--- config.mk ---
export PLATFORM = sky130hd
export DESIGN_NAME = doodle_physics
export DESIGN_NICKNAME = d
export VERILOG_FILES = /design/src/rtl/doodle_pkg.sv /design/src/rtl/frame_ticker.sv /design/src/rtl/doodle_physics.sv
export SDC_FILE = /design/constraint.sdc
export NUM_CORES = 1
export LEC_CHECK = 0
export CORE_MARGIN = 3
export CORE_UTILIZATION = 55
export CTS_BUF_LIST = sky130_fd_sc_hd__clkbuf_8
export DETAILED_ROUTE_END_ITERATION = 8
export PLACE_DENSITY = 0.83
export SLEW_MARGIN = 10
export SYNTH_ARGS = -nofsm -noshare
export SYNTH_HDL_FRONTEND = slang
export SYNTH_SLANG_ARGS = --single-unit
--- constraint.sdc ---
create_clock -name i_clk -period 4.93 [get_ports i_clk]
set_clock_uncertainty 0.05 [all_clocks]
set_input_delay 0.493 -clock i_clk [delete_from_list [all_inputs] [get_ports i_clk]]
set_output_delay 0.493 -clock i_clk [all_outputs]
set_load 0.01 [all_outputs]
--- src/rtl/doodle_pkg.sv ---
// Shared types and coordinate widths for the doodle physics blocks.
package doodle_pkg;

    localparam int unsigned XW = 11;
    localparam int unsigned YW = 10;
    localparam int unsigned CW = 12;

    typedef enum logic [2:0] {
        StWaitStart,
        StFlight,
        StScan,
        StUpdate,
        StGameOver
    } state_e;

    typedef struct packed {
        logic [9:0] y;
        logic [9:0] x;
    } platform_t;

endpackage

--- src/rtl/frame_ticker.sv ---
// Free-running frame-rate divider: a one-cycle tick every CLK/FPS clocks.
module frame_ticker #(
    parameter int unsigned CLK = 50000000,
    parameter int unsigned FPS = 50
) (
    input  logic i_clk,
    input  logic i_rst,
    output logic o_tick
);

    localparam int unsigned Period = CLK / FPS;
    localparam int unsigned CntW   = (Period > 1) ? $clog2(Period) : 1;

    logic [CntW-1:0] r_cnt;
    logic            w_wrap;

    assign w_wrap = (r_cnt == CntW'(Period - 1));

    always_ff @(posedge i_clk) begin
        if (i_rst) begin
            r_cnt <= '0;
        end else if (w_wrap) begin
            r_cnt <= '0;
        end else begin
            r_cnt <= r_cnt + CntW'(1);
        end
    end

    assign o_tick = w_wrap;

endmodule

--- src/rtl/doodle_physics.sv ---
// Doodle player physics: per-frame motion integration with a one-platform-per-clock
// landing scan; position only changes in UPDATE so the renderer sees a stable frame.
module doodle_physics
    import doodle_pkg::*;
#(
    parameter int unsigned NUM_PLATFORMS = 4,
    parameter int unsigned SPRITE_W      = 80,
    parameter int unsigned SPRITE_H      = 80,
    parameter int unsigned PLATFORM_W    = 100,
    parameter int unsigned PLATFORM_H    = 30,
    parameter int unsigned VELOCITY      = 44,
    parameter int unsigned ACCELERATION  = 4,
    parameter int unsigned MAX_FALL      = 40,
    parameter int unsigned X_MIN         = 300,
    parameter int unsigned X_MAX         = 642,
    parameter int unsigned Y_FLOOR       = 767,
    parameter int unsigned SCREEN_H      = 768,
    parameter int unsigned START_X       = 472,
    parameter int unsigned START_Y       = 687,
    parameter int unsigned FPS           = 50,
    parameter int unsigned CLK           = 50000000
) (
    input  logic                               i_clk,
    input  logic                               i_rst,
    input  logic [NUM_PLATFORMS-1:0][1:0][9:0] i_platforms,
    input  logic signed [8:0]                  i_delta_x,
    output logic [XW-1:0]                      o_doodle_x,
    output logic [YW-1:0]                      o_doodle_y,
    output logic signed [9:0]                  o_vel_y,
    output logic                               o_frame_tick,
    output logic                               o_jumped,
    output logic                               o_game_over,
    output logic                               o_busy
);

    localparam int unsigned IdxW = (NUM_PLATFORMS > 1) ? $clog2(NUM_PLATFORMS) : 1;

    if (CLK / FPS <= NUM_PLATFORMS + 2) begin : g_period_check
        $error("frame period too short for the platform scan");
    end

    state_e            r_state;
    logic [XW-1:0]     r_x, r_cx;
    logic [YW-1:0]     r_y, r_hit_y;
    logic [CW-1:0]     r_cy;
    logic signed [9:0] r_vel;
    logic [IdxW-1:0]   r_idx;
    logic              r_hit, r_jumped, r_game_over, r_busy;
    logic              w_tick;

    frame_ticker #(
        .CLK (CLK),
        .FPS (FPS)
    ) u_ticker (
        .i_clk  (i_clk),
        .i_rst  (i_rst),
        .o_tick (w_tick)
    );

    logic [XW-1:0]        w_x_step, w_cx;
    logic signed [CW-1:0] w_y_step;
    logic [CW-1:0]        w_cy;

    assign w_x_step = r_x + {{(XW-9){i_delta_x[8]}}, i_delta_x};
    assign w_y_step = $signed({{(CW-YW){1'b0}}, r_y}) + $signed({{(CW-10){r_vel[9]}}, r_vel});
    assign w_cy     = w_y_step[CW-1] ? '0 : $unsigned(w_y_step);

    always_comb begin
        if (r_x <= XW'(X_MIN)) begin
            w_cx = XW'(X_MAX - 1);
        end else if (r_x >= XW'(X_MAX)) begin
            w_cx = XW'(X_MIN + 1);
        end else begin
            w_cx = w_x_step;
        end
    end

    platform_t     w_plat;
    logic [CW-1:0] w_py, w_px, w_cx_ext, w_bot;
    logic          w_band, w_x_overlap, w_hit, w_fall_out;

    always_comb begin
        w_plat.y = i_platforms[r_idx][0];
        w_plat.x = i_platforms[r_idx][1];
    end

    assign w_py        = CW'(w_plat.y);
    assign w_px        = CW'(w_plat.x);
    assign w_cx_ext    = CW'(r_cx);
    assign w_bot       = r_cy + CW'(SPRITE_H);
    assign w_band      = (w_py <= w_bot) && (w_bot <= w_py + CW'(PLATFORM_H));
    // A platform at or below the floor line catches the sprite at any x.
    assign w_x_overlap = (w_py >= CW'(Y_FLOOR)) ||
                         ((w_px <= w_cx_ext + CW'(SPRITE_W - 1)) &&
                          (w_cx_ext <= w_px + CW'(PLATFORM_W - 1)));
    assign w_hit       = !r_vel[9] && w_band && w_x_overlap;
    assign w_fall_out  = w_bot > CW'(SCREEN_H);

    logic signed [10:0] w_vel_acc;
    logic signed [9:0]  w_vel_next;

    assign w_vel_acc  = $signed({r_vel[9], r_vel}) + $signed(11'(ACCELERATION));
    assign w_vel_next = (w_vel_acc > $signed(11'(MAX_FALL))) ? 10'(MAX_FALL) : w_vel_acc[9:0];

    always_ff @(posedge i_clk) begin
        if (i_rst) begin
            r_state     <= StWaitStart;
            r_x         <= XW'(START_X);
            r_y         <= YW'(START_Y);
            r_vel       <= '0;
            r_cx        <= '0;
            r_cy        <= '0;
            r_idx       <= '0;
            r_hit       <= 1'b0;
            r_hit_y     <= '0;
            r_jumped    <= 1'b0;
            r_game_over <= 1'b0;
            r_busy      <= 1'b0;
        end else begin
            r_jumped <= 1'b0;
            unique case (r_state)
                StWaitStart: begin
                    if (i_delta_x != '0) r_state <= StFlight;
                end
                StFlight: begin
                    if (w_tick) begin
                        r_cx    <= w_cx;
                        r_cy    <= w_cy;
                        r_idx   <= '0;
                        r_hit   <= 1'b0;
                        r_busy  <= 1'b1;
                        r_state <= StScan;
                    end
                end
                StScan: begin
                    if (w_hit && !r_hit) begin
                        r_hit   <= 1'b1;
                        r_hit_y <= w_plat.y;
                    end
                    if (r_idx == IdxW'(NUM_PLATFORMS - 1)) begin
                        r_state <= StUpdate;
                    end else begin
                        r_idx <= r_idx + IdxW'(1);
                    end
                end
                StUpdate: begin
                    r_x     <= r_cx;
                    r_busy  <= 1'b0;
                    r_state <= StFlight;
                    if (r_hit) begin
                        r_y      <= r_hit_y - YW'(SPRITE_H + 1);
                        r_vel    <= 10'(0) - 10'(VELOCITY);
                        r_jumped <= 1'b1;
                    end else if (w_fall_out) begin
                        r_y         <= r_cy[YW-1:0];
                        r_game_over <= 1'b1;
                        r_state     <= StGameOver;
                    end else begin
                        r_y   <= r_cy[YW-1:0];
                        r_vel <= w_vel_next;
                    end
                end
                StGameOver: begin
                    r_state <= StGameOver;
                end
                default: r_state <= StWaitStart;
            endcase
        end
    end

    assign o_doodle_x   = r_x;
    assign o_doodle_y   = r_y;
    assign o_vel_y      = r_vel;
    assign o_frame_tick = w_tick;
    assign o_jumped     = r_jumped;
    assign o_game_over  = r_game_over;
    assign o_busy       = r_busy;

endmodule
==> reports/qor.txt <==
Final Routed Wirelength -> 17,200 um
Post-Syn Area -> 6890 um^2
Seq/Total Area, Yosys -> 0.261
Clock buffer depth -> 2
Post_cts resized -> 0
Critical path type -> register to register
First-pass GRT wire length -> 28,800 um
Total global routing overflow -> 0
Worst Setup SP -> r_idx[1]
Root Buffer Master -> clkbuf_8
Syn Area/Cell -> 8.29 um^2
Drt drc -> 0
Share of flip-flops with an asynchronous set or reset -> 0
Vias/cell -> 5.79
EDFF count, synth -> 0
IO Port Bufs -> 123
Post-Place Cells -> 1,100
WL per Instance -> 15.4 um
Initial antenna violation count -> 0
Final Instance Area -> 8430 um^2
Num rows -> 40
Final hold vios -> 0
Crit path DAT -> 4.40 ns
Hpwl dp -> 13,100 um
Final setup TNS -> 0 ns
CP Data Required Time -> 5.17 ns
Vias in the first global route -> 6,066
Worst slew margin -> 0.375
Syn Inst Count -> 831
Clk slew on worst S/H paths -> 0.09 ns
Max VDD drop -> 0.203 mV
Slew Viols, Final -> 0
Crit end category -> register
Most common cell after layout, fill and taps aside -> clkdlybuf4s50_1
Status -> finished, final reports clean
Die Height -> 118 um
Flops & latches, synth -> 90
Share of post-route cells with drive strength above 1 -> 0.0560
Max Fclk -> 240 MHz
Placed instance area -> 8240 um^2
Setup violations, final -> 0
H-tree Lvls -> 3
Final std cells w/o fill -> 1,115
Diode count -> 0
Synth top area cells -> dfxtp_1, ha_1, nand2_1, mux4_2, xnor2_1
RSZ-0062 raised after global routing -> false
Worst Hold Class -> register to register
Die Area -> 13,900 um^2
Routability Congestion -> 0.888
Worst Setup Slack, final -> 0.769 ns
Area Growth Syn to Fin -> 22.3%
Initial core utilization -> 0.569
Most frequent cells in the layout -> clkdlybuf4s50_1, nand2_1, dfxtp_1, nor2_1, ha_1
Nets -> 1,104
Total CTS buffers -> 9
Post-synth cell types -> 69
Overall power -> 1.45 mW
Final Critical Period -> 4.16 ns
Via Count -> 6,453
Period utilisation layout -> 0.844
Core ar. -> 12,100 um^2
Worst-path maximum fanout -> 13
CTS tree -> yes
Reg-to-Reg Start -> r_idx[1]
I/O pin count -> 126
Layout Utilization -> 0.696
Pwr Density -> 172 nW/um^2
Pin count of the biggest net entering global routing -> 49
Slew @ Worst Pin -> 0.936 ns
Fin Hold WS -> 0.417 ns
Maxcap violations -> 0
Routed Antenna Nets -> 0
Clock sink total -> 90
Setup repair bufs after CTS -> 0
Dpl ws -> 0.675 ns
Worst hold start -> u_ticker.r_cnt[0]
Hold_buf cts -> 0
DR iter-0 viols -> 523
Total track usage -> 0.245
Crit path launch type -> register
Top cell type by total area after synthesis -> dfxtp_1
Main flop type after synthesis -> dfxtp_1
Worst-Skew Late Latency -> 0.36 ns
Lkg Pwr -> 3.22 nW
Die Span X -> 118 um
Synth Warn # -> 0
Synth top area share -> 0.261
First-pass DRT Iterations -> 6
-- kinds of logic after synthesis --
| group | after synthesis | share of synthesized area |
|---|---|---|
| xor gates and xnor gates | 69 | 0.0877 |
| buffers and inverters | 74 | 0.0468 |
| muxes | 36 | 0.0911 |
| DFF | 90 | 0.261 |
| adders and majority gates | 70 | 0.128 |
| AOI/OAI and AO/OA | 180 | 0.171 |
| other | 1 | 0.000544 |
| and+or+nand+nor | 311 | 0.214 |
-- power breakdown --
part | internal (mW) | switching, mW
Sequential | 0.730 | 0.00634
Clock | 0.229 | 0.259
Combinational | 0.130 | 0.0993
Total | 1.09 | 0.365
-- registers in the layout, summed over array words and instances, names as in the netlist --
register / count
r_hit: 1
r_idx: 2
o_vel_y: 8
o_doodle_y: 10
o_busy: 1
r_hit_y: 10
u_ticker.r_cnt: 20
o_doodle_x: 11
r_state: 3
r_cx: 11
o_jumped: 1
o_game_over: 1
r_cy: 11
-- cell type report --
cell class                 instances  area, um^2
multi-input combinational        668        4780
fill                            1032        3680
sequential                        90        1800
timing repair buffer             133        1300
tap                              168         210
inverter                          41         154
clock buffer                       9         124
clock inverter                     6        60.1
-- cells in the mapped netlist (3+ instances only) --
cell,n
nand2_1,105
dfxtp_1,90
nor2_1,73
ha_1,69
a21oi_1,58
nand3_1,42
inv_1,40
xnor2_1,36
xor2_1,33
o21ai_0,31
clkbuf_1,23
a211oi_1,18
mux4_2,16
mux2i_1,14
nor3_1,13
and3_1,12
nand4_1,12
nor2b_1,12
nor4_1,10
o21a_1,10
o211ai_1,9
a31oi_1,8
a21o_1,7
nand2b_1,7
a22oi_1,6
mux4_1,4
or3_1,4
a2111oi_0,3
a211o_1,3
and2_1,3
buf_4,3
nand3b_1,3
o2111ai_1,3
o41ai_1,3
-- worst max-delay path, cell delays in order, from the launching register on --
cell       delay (ns)
dfxtp_1          0.68
buf_4            0.30
mux4_2           0.42
o41ai_1          0.70
xor2_1           0.14
ha_1             0.34
a21oi_1          0.15
nand2_1          0.07
a211o_1          0.29
o21ai_0          0.16
a21oi_1          0.13
a2111oi_4        0.19
buf_4            0.26
mux2i_1          0.21
-- per-layer routing --
layer	track usage	share of wire
met1	0.329	0.45
met3	0.0380	0.043
met2	0.420	0.50
met5	0	0
met4	0.0469	0.010
-- path summary, 6_finish.rpt --
kind | endpoint | slack (ns) | cells past startpoint
min reg2reg | u_ticker.r_cnt[0] | 0.42 | 1
max reg2reg | r_hit_y[5] | 0.77 | 13
min | u_ticker.r_cnt[0] | 0.42 | 1
max | r_hit_y[5] | 0.77 | 13
(Power assumes the default switching activity.)
